<file path="src/rtl/coeff_pkg.sv">
// Shared types and sizing helpers for the double-buffered FIR coefficient store.
package coeff_pkg;

    typedef enum logic [1:0] {
        IDLE,
        LOAD,
        PEND
    } coeff_state_e;

    localparam int COEFF_W_DEFAULT  = 8;
    localparam int NUM_TAPS_DEFAULT = 71;

    // Number of words a complete shadow load takes; symmetric loads cover both halves per word.
    function automatic int load_len(input int num_taps, input bit sym);
        return sym ? (num_taps + 1) / 2 : num_taps;
    endfunction

endpackage

</file>
<file path="src/rtl/coeff_bank_ram.sv">
// One NUM_TAPS x COEFF_W register bank: a single write port with a mirror address and a flat parallel read bus.
module coeff_bank_ram #(
    parameter int NUM_TAPS = 71,
    parameter int COEFF_W  = 8,
    parameter int ADDR_W   = $clog2(NUM_TAPS)
) (
    input  logic                          clk,
    input  logic                          rst,
    input  logic                          we,
    input  logic [ADDR_W-1:0]             waddr,
    input  logic [ADDR_W-1:0]             waddr_mirror,
    input  logic [COEFF_W-1:0]            wdata,
    output logic [NUM_TAPS*COEFF_W-1:0]   rdata_flat
);

    logic [COEFF_W-1:0] mem [NUM_TAPS];

    // NOTE: the bank is flop-based, so it is cleared on reset; an idle FIR must see all-zero taps.
    always_ff @(posedge clk) begin
        if (rst) begin
            for (int i = 0; i < NUM_TAPS; i++) begin
                mem[i] <= '0;
            end
        end else if (we) begin
            mem[waddr]        <= wdata;
            mem[waddr_mirror] <= wdata;
        end
    end

    for (genvar k = 0; k < NUM_TAPS; k++) begin : g_read
        assign rdata_flat[k*COEFF_W +: COEFF_W] = mem[k];
    end

endmodule

</file>
<file path="src/rtl/coeff_bank_dbuf.sv">
// Double-buffered coefficient store: streams a shadow bank, swaps it active on a sample boundary.
// Optional build macro COEFF_SYMMETRIC_EN: half-length loads mirrored into both halves of the bank.
module coeff_bank_dbuf
    import coeff_pkg::*;
#(
    parameter int NUM_TAPS = NUM_TAPS_DEFAULT,
    parameter int COEFF_W  = COEFF_W_DEFAULT,
    parameter int ADDR_W   = $clog2(NUM_TAPS)
) (
    input  logic                          clk,
    input  logic                          rst,
    input  logic                          load_start,
    input  logic                          load_valid,
    input  logic [COEFF_W-1:0]            load_data,
    output logic                          load_ready,
    output logic                          load_done,
    output logic                          load_err,
    input  logic                          swap_req,
    input  logic                          sample_tick,
    output logic                          swap_done,
    output logic                          pending,
    output logic                          bank_sel,
    output logic [NUM_TAPS*COEFF_W-1:0]   coeff_flat
);

`ifdef COEFF_SYMMETRIC_EN
    localparam bit SYM = 1'b1;
`else
    localparam bit SYM = 1'b0;
`endif

    localparam logic [ADDR_W-1:0] LAST = ADDR_W'(load_len(NUM_TAPS, SYM) - 1);

    coeff_state_e            state_q, state_d;
    logic [ADDR_W-1:0]       wr_ptr, ptr_d, wr_mirror;
    logic                    accept, swap_fire;
    logic [NUM_TAPS*COEFF_W-1:0] flat0, flat1;

    // NOTE: every combinational output gets a default first so no path can infer a latch.
    always_comb begin
        state_d    = state_q;
        ptr_d      = wr_ptr;
        accept     = 1'b0;
        swap_fire  = 1'b0;
        load_ready = (state_q == LOAD);
        pending    = (state_q == PEND);
        case (state_q)
            IDLE: begin
                if (load_start) begin
                    state_d = LOAD;
                    ptr_d   = '0;
                end
            end
            LOAD: begin
                // A restart takes priority over a coincident handshake, dropping that word.
                if (load_start) begin
                    ptr_d = '0;
                end else if (load_valid) begin
                    accept = 1'b1;
                    if (wr_ptr == LAST) begin
                        state_d = PEND;
                    end else begin
                        ptr_d = wr_ptr + ADDR_W'(1);
                    end
                end
            end
            PEND: begin
                if (swap_req && sample_tick) begin
                    swap_fire = 1'b1;
                    state_d   = IDLE;
                end else if (load_start) begin
                    state_d = LOAD;
                    ptr_d   = '0;
                end
            end
            default: state_d = IDLE;
        endcase
    end

    // NOTE: state updates use non-blocking assignments so every flop samples pre-edge values.
    always_ff @(posedge clk) begin
        if (rst) begin
            state_q   <= IDLE;
            wr_ptr    <= '0;
            load_done <= 1'b0;
            load_err  <= 1'b0;
            swap_done <= 1'b0;
            bank_sel  <= 1'b0;
        end else begin
            state_q   <= state_d;
            wr_ptr    <= ptr_d;
            load_done <= accept && (wr_ptr == LAST);
            load_err  <= load_valid && !load_ready;
            swap_done <= swap_fire;
            if (swap_fire) begin
                bank_sel <= ~bank_sel;
            end
        end
    end

`ifdef COEFF_SYMMETRIC_EN
    assign wr_mirror = ADDR_W'(NUM_TAPS - 1 - int'(wr_ptr));
`else
    assign wr_mirror = wr_ptr;
`endif

    // The shadow bank is always the one not selected, so loads never disturb the live taps.
    coeff_bank_ram #(.NUM_TAPS(NUM_TAPS), .COEFF_W(COEFF_W), .ADDR_W(ADDR_W)) u_bank0 (
        .clk          (clk),
        .rst          (rst),
        .we           (accept && bank_sel),
        .waddr        (wr_ptr),
        .waddr_mirror (wr_mirror),
        .wdata        (load_data),
        .rdata_flat   (flat0)
    );

    coeff_bank_ram #(.NUM_TAPS(NUM_TAPS), .COEFF_W(COEFF_W), .ADDR_W(ADDR_W)) u_bank1 (
        .clk          (clk),
        .rst          (rst),
        .we           (accept && !bank_sel),
        .waddr        (wr_ptr),
        .waddr_mirror (wr_mirror),
        .wdata        (load_data),
        .rdata_flat   (flat1)
    );

    assign coeff_flat = bank_sel ? flat1 : flat0;

endmodule

</file>
<file path="config.mk">
export PLATFORM = sky130hd
export DESIGN_NAME = coeff_bank_dbuf
export DESIGN_NICKNAME = d
export VERILOG_FILES = /design/src/rtl/coeff_pkg.sv /design/src/rtl/coeff_bank_ram.sv /design/src/rtl/coeff_bank_dbuf.sv
export SDC_FILE = /design/constraint.sdc
export NUM_CORES = 2
export LEC_CHECK = 0
export BUFFER_PORTS_ARGS = -buffer_cell sky130_fd_sc_hd__buf_4
export CAP_MARGIN = 25
export CORE_AREA = 2 2 332 334
export DETAILED_ROUTE_END_ITERATION = 8
export DIE_AREA = 0 0 334 336
export GPL_ROUTABILITY_DRIVEN = 0
export PLACE_DENSITY = 0.66
export SLEW_MARGIN = 10
export SYNTH_ARGS = -nofsm -noshare
export SYNTH_HDL_FRONTEND = slang
export SYNTH_SLANG_ARGS = --single-unit
</file>
<file path="constraint.sdc">
create_clock -name clk -period 2.4 [get_ports clk]
set_input_delay 0.48 -clock clk [delete_from_list [all_inputs] [get_ports clk]]
set_output_delay 0.48 -clock clk [all_outputs]
set_load 0.1 [all_outputs]
</file>
==> impl_metrics.ini <==
[layout]
design_area_um2 = 64160
layout.nets = 4328
register_area_um2 = 34380
post_route_cells_drive_above_1_share = 0.4013
area_added_between_synthesis_and_finish_pct = 32.27
fin_cells = 5830
final.fill_count = 8162
multi_input_comb_area_um2 = 13430

[floorplan]
initial_core_util = 0.4475
dieHeight_um = 336
fp-row-count = 121
die-width_um = 334
die-area_um2 = 112200
design.portCount = 588
design.core.area_um2 = 108400

[clock_network]
cts.root.buffer_cell = clkbuf_16
clock-sinks = 1149
clock_path_buffers = 3
h-tree-depth = 3
tritoncts_clock_tree = built
ctsHoldBuffers = 0
cts_inserted_buffers = 117
clk_transition_reported_paths_ns = 0.06
latest_clock_arrival_within_the_worst_skew_pair_ns = 0.74

[worst_hold_path]
hold_path.startpoint = load_valid
holdCritPathClass = input port to register

[setup_path]
r2r_setup_slack_ns = -0.11
worst-endpoint-arrival_ns = 2.28
cp-end-kind = output pin
startpoint_type = register
maximum_cell_stage_delay_along_the_critical_path_ns = 0.36
criticalPathCategory = register to output pin
timing.critical_path.slowest_stage_cell = dfxtp_4
critPathLaunch = bank_sel
critical_path_buf_inv_count = 6
critical_path_required_ns = 1.92
worstPathCellList = buf_6 > buf_12 > buf_6 > buf_8 > buf_16 > mux2_4 > buf_12
r2r-start = bank_sel
cpLargestDelayFamily = buffers and inverters
worst-path-max-fanout = 10

[detailed_routing]
routed_wirelength_um = 154700
vias = 31890
ant_nets = 0
drt-initial-drc-count = 3093
post_drt_via_cell_ratio = 5.469
remaining_drc_errors = 0
first_pass_iters = 5
routed_wire_length_per_instance_um = 26.53

[job]
maxCapViolCount = 0

[logic_synthesis]
synthDominantCellAreaShare = 0.7032
syn_area_um2 = 48510
post_synth_num_cell_types = 43
synth_area_leader = edfxtp_1
synth.net_count = 3523
ys_seq_elements = 1149
post_synth.cell_area_avg_um2 = 13.83
ys_dominant_reg_cell = edfxtp_1
leading_post_synthesis_cells_by_cell_area = edfxtp_1 (70%), mux2_2 (13%), nor2_1 (8.6%)
yosysWarnings = 0
async_reset_ff_frac = 0
syn-instance-count = 3507
number_of_enable_flip_flop_cells_after_synthesis = 1136
sequential_cell_area_fraction_in_the_yosys_report = 0.7086

[global_route]
grt_max_degree = 55
track_usage = 0.2667
grt_remaining_overflow = 0
grt_first_pass_wirelength_um = 215700
first_global_vias = 30930
grt_antenna_before_repair = 11

[timing]
setup_ws_ns = -0.3572
max_clock_freq_ghz = 0.3627
grt_setup_unrepaired = yes
post-route-min-period_ns = 2.757
timing.final.max_slew_violations = 0
tns_ns = -168.46
finalSetupViolations = 672
timing_worst_slew_pin_value_ns = 0.6809
clock_skew_ns = 0.02255
min_period_over_period = 1.149
max_slew_margin = 0.5461
hold_viol = 0

[status]
run_status = complete, but fails checks
failed_checks = negative setup slack

[placed_design]
port_buffers = 587
detailed_place_hpwl_um = 102900
cell_area_placed_um2 = 56940
placed_cells_incl_taps = 5557

[power_and_ir_drop]
total_leakage_power_nw = 22.85
max-vdd-ir-drop_v = 0.0007080
powerDensity_nw_per_um2 = 770.0
post-layout-total-power_mw = 49.40
==> cell usage in the layout, fill, tap and decap left out, drive strengths merged, types with 2 or more instances in the layout <==
cell         n
nor2b       17
or3          3
a21o        54
mux2       568
a31oi        3
nand2b       5
clkinvlp     3
nand2       63
nor3        16
bufinv      13
and3         7
clkbuf     152
ha           2
or2          5
inv         15
nor2      1109
nand3       40
o21ai       91
edfxtp    1136
clkinv      44
and2        50
diode        8
buf        977
a21oi        9
dfxtp       13
==> worst reg2reg max path: stages (launching register included) <==
cell and delay (ns):
dfxtp_4 0.36, buf_12 0.15, buf_4 0.15, bufbuf_16 0.28, nor4_4 0.38, buf_4 0.19
nand2_4 0.05, buf_4 0.16, o21ai_0 0.26, buf_4 0.24
==> through the flow <==
step	setup WS, ns	util	hold WS [ns]
after detailed placement	-0.1133	0.5252	0.5547
final	-0.3572	0.5919	0.06552
after CTS	-0.4505	0.5760	0.01904
after floorplan	-0.1035	-	0.5265
after global routing	-0.4129	0.5918	0.03505
after global placement	-0.1030	0.5252	0.5267
==> report_power, final <==
| group | internal (mW) | switching (mW) | leakage, nW |
|---|---|---|---|
| Clock | 10.6 | 7.75 | 1.88 |
| Combinational | 2.03 | 5.89 | 9.90 |
| Sequential | 22.9 | 0.265 | 11.1 |
| Total | 35.5 | 13.9 | 22.8 |
==> final cells by class <==
cell class | count | share of cell area
clock inverter | 72 | 0.01182
inverter | 3 | 0.0001755
clock buffer | 143 | 0.04811
antenna | 8 | 0.0003120
multi-input combinational | 2054 | 0.2094
sequential | 1149 | 0.5358
tap | 1414 | 0.02757
timing repair buffer | 987 | 0.1669
==> synthesized netlist by cell type, drive strengths merged, types with 5 or more instances <==
| master | count |
|---|---|
| or2 | 5 |
| and2 | 50 |
| a21o | 54 |
| o21ai | 91 |
| dfxtp | 13 |
| clkbuf | 176 |
| nand2b | 5 |
| nor2b | 17 |
| nand2 | 63 |
| and3 | 7 |
| nand3 | 40 |
| edfxtp | 1136 |
| nor3 | 16 |
| a21oi | 9 |
| buf | 125 |
| mux2 | 568 |
| nor2 | 1109 |
==> path summary, 6_finish.rpt <==
check                      end  cells past startpoint
max            coeff_flat[277]                      7
min                  load_done                      3
max reg2reg  u_bank1.mem[3][1]                      9
min reg2reg       wr_mirror[1]                      2
==> layer usage <==
layer,vias up,GRT usage,share of wire
li1,14000,-,-
met1,16160,0.3507,0.39
met2,1467,0.4483,0.50
met3,248,0.04781,0.079
met4,14,0.08980,0.035
met5,-,0,0.00058
==> what timing repair did <==
| item | 4_1_cts | 5_1_grt |
|---|---|---|
| setup endpoints to repair | 569 | 688 |
| setup buffers | 17 | 12 |
| pin swaps | 0 | 0 |
| gates resized for setup | 277 | 356 |
| cloned | 15 | 12 |
==> cells by family after synthesis <==
family                   after synthesis  synth area share
AO/OA/AOI/OAI                        162           0.01994
XOR/XNOR                               1         0.0001806
multiplexers                         568            0.1319
AND/OR/NAND/NOR                     1321            0.1116
adder cells (fa/ha/maj)                2         0.0005158
buffers and inverters                304           0.02731
flip-flops                          1149            0.7086
==> sequential cells by signal, indices dropped and copies added (netlist names) <==
register	count
state_q	2
load_done	1
u_bank1.mem	568
bank_sel	1
wr_mirror	7
u_bank0.mem	568
load_err	1
swap_done	1
No activity file was read; power rests on OpenSTA's default activity.
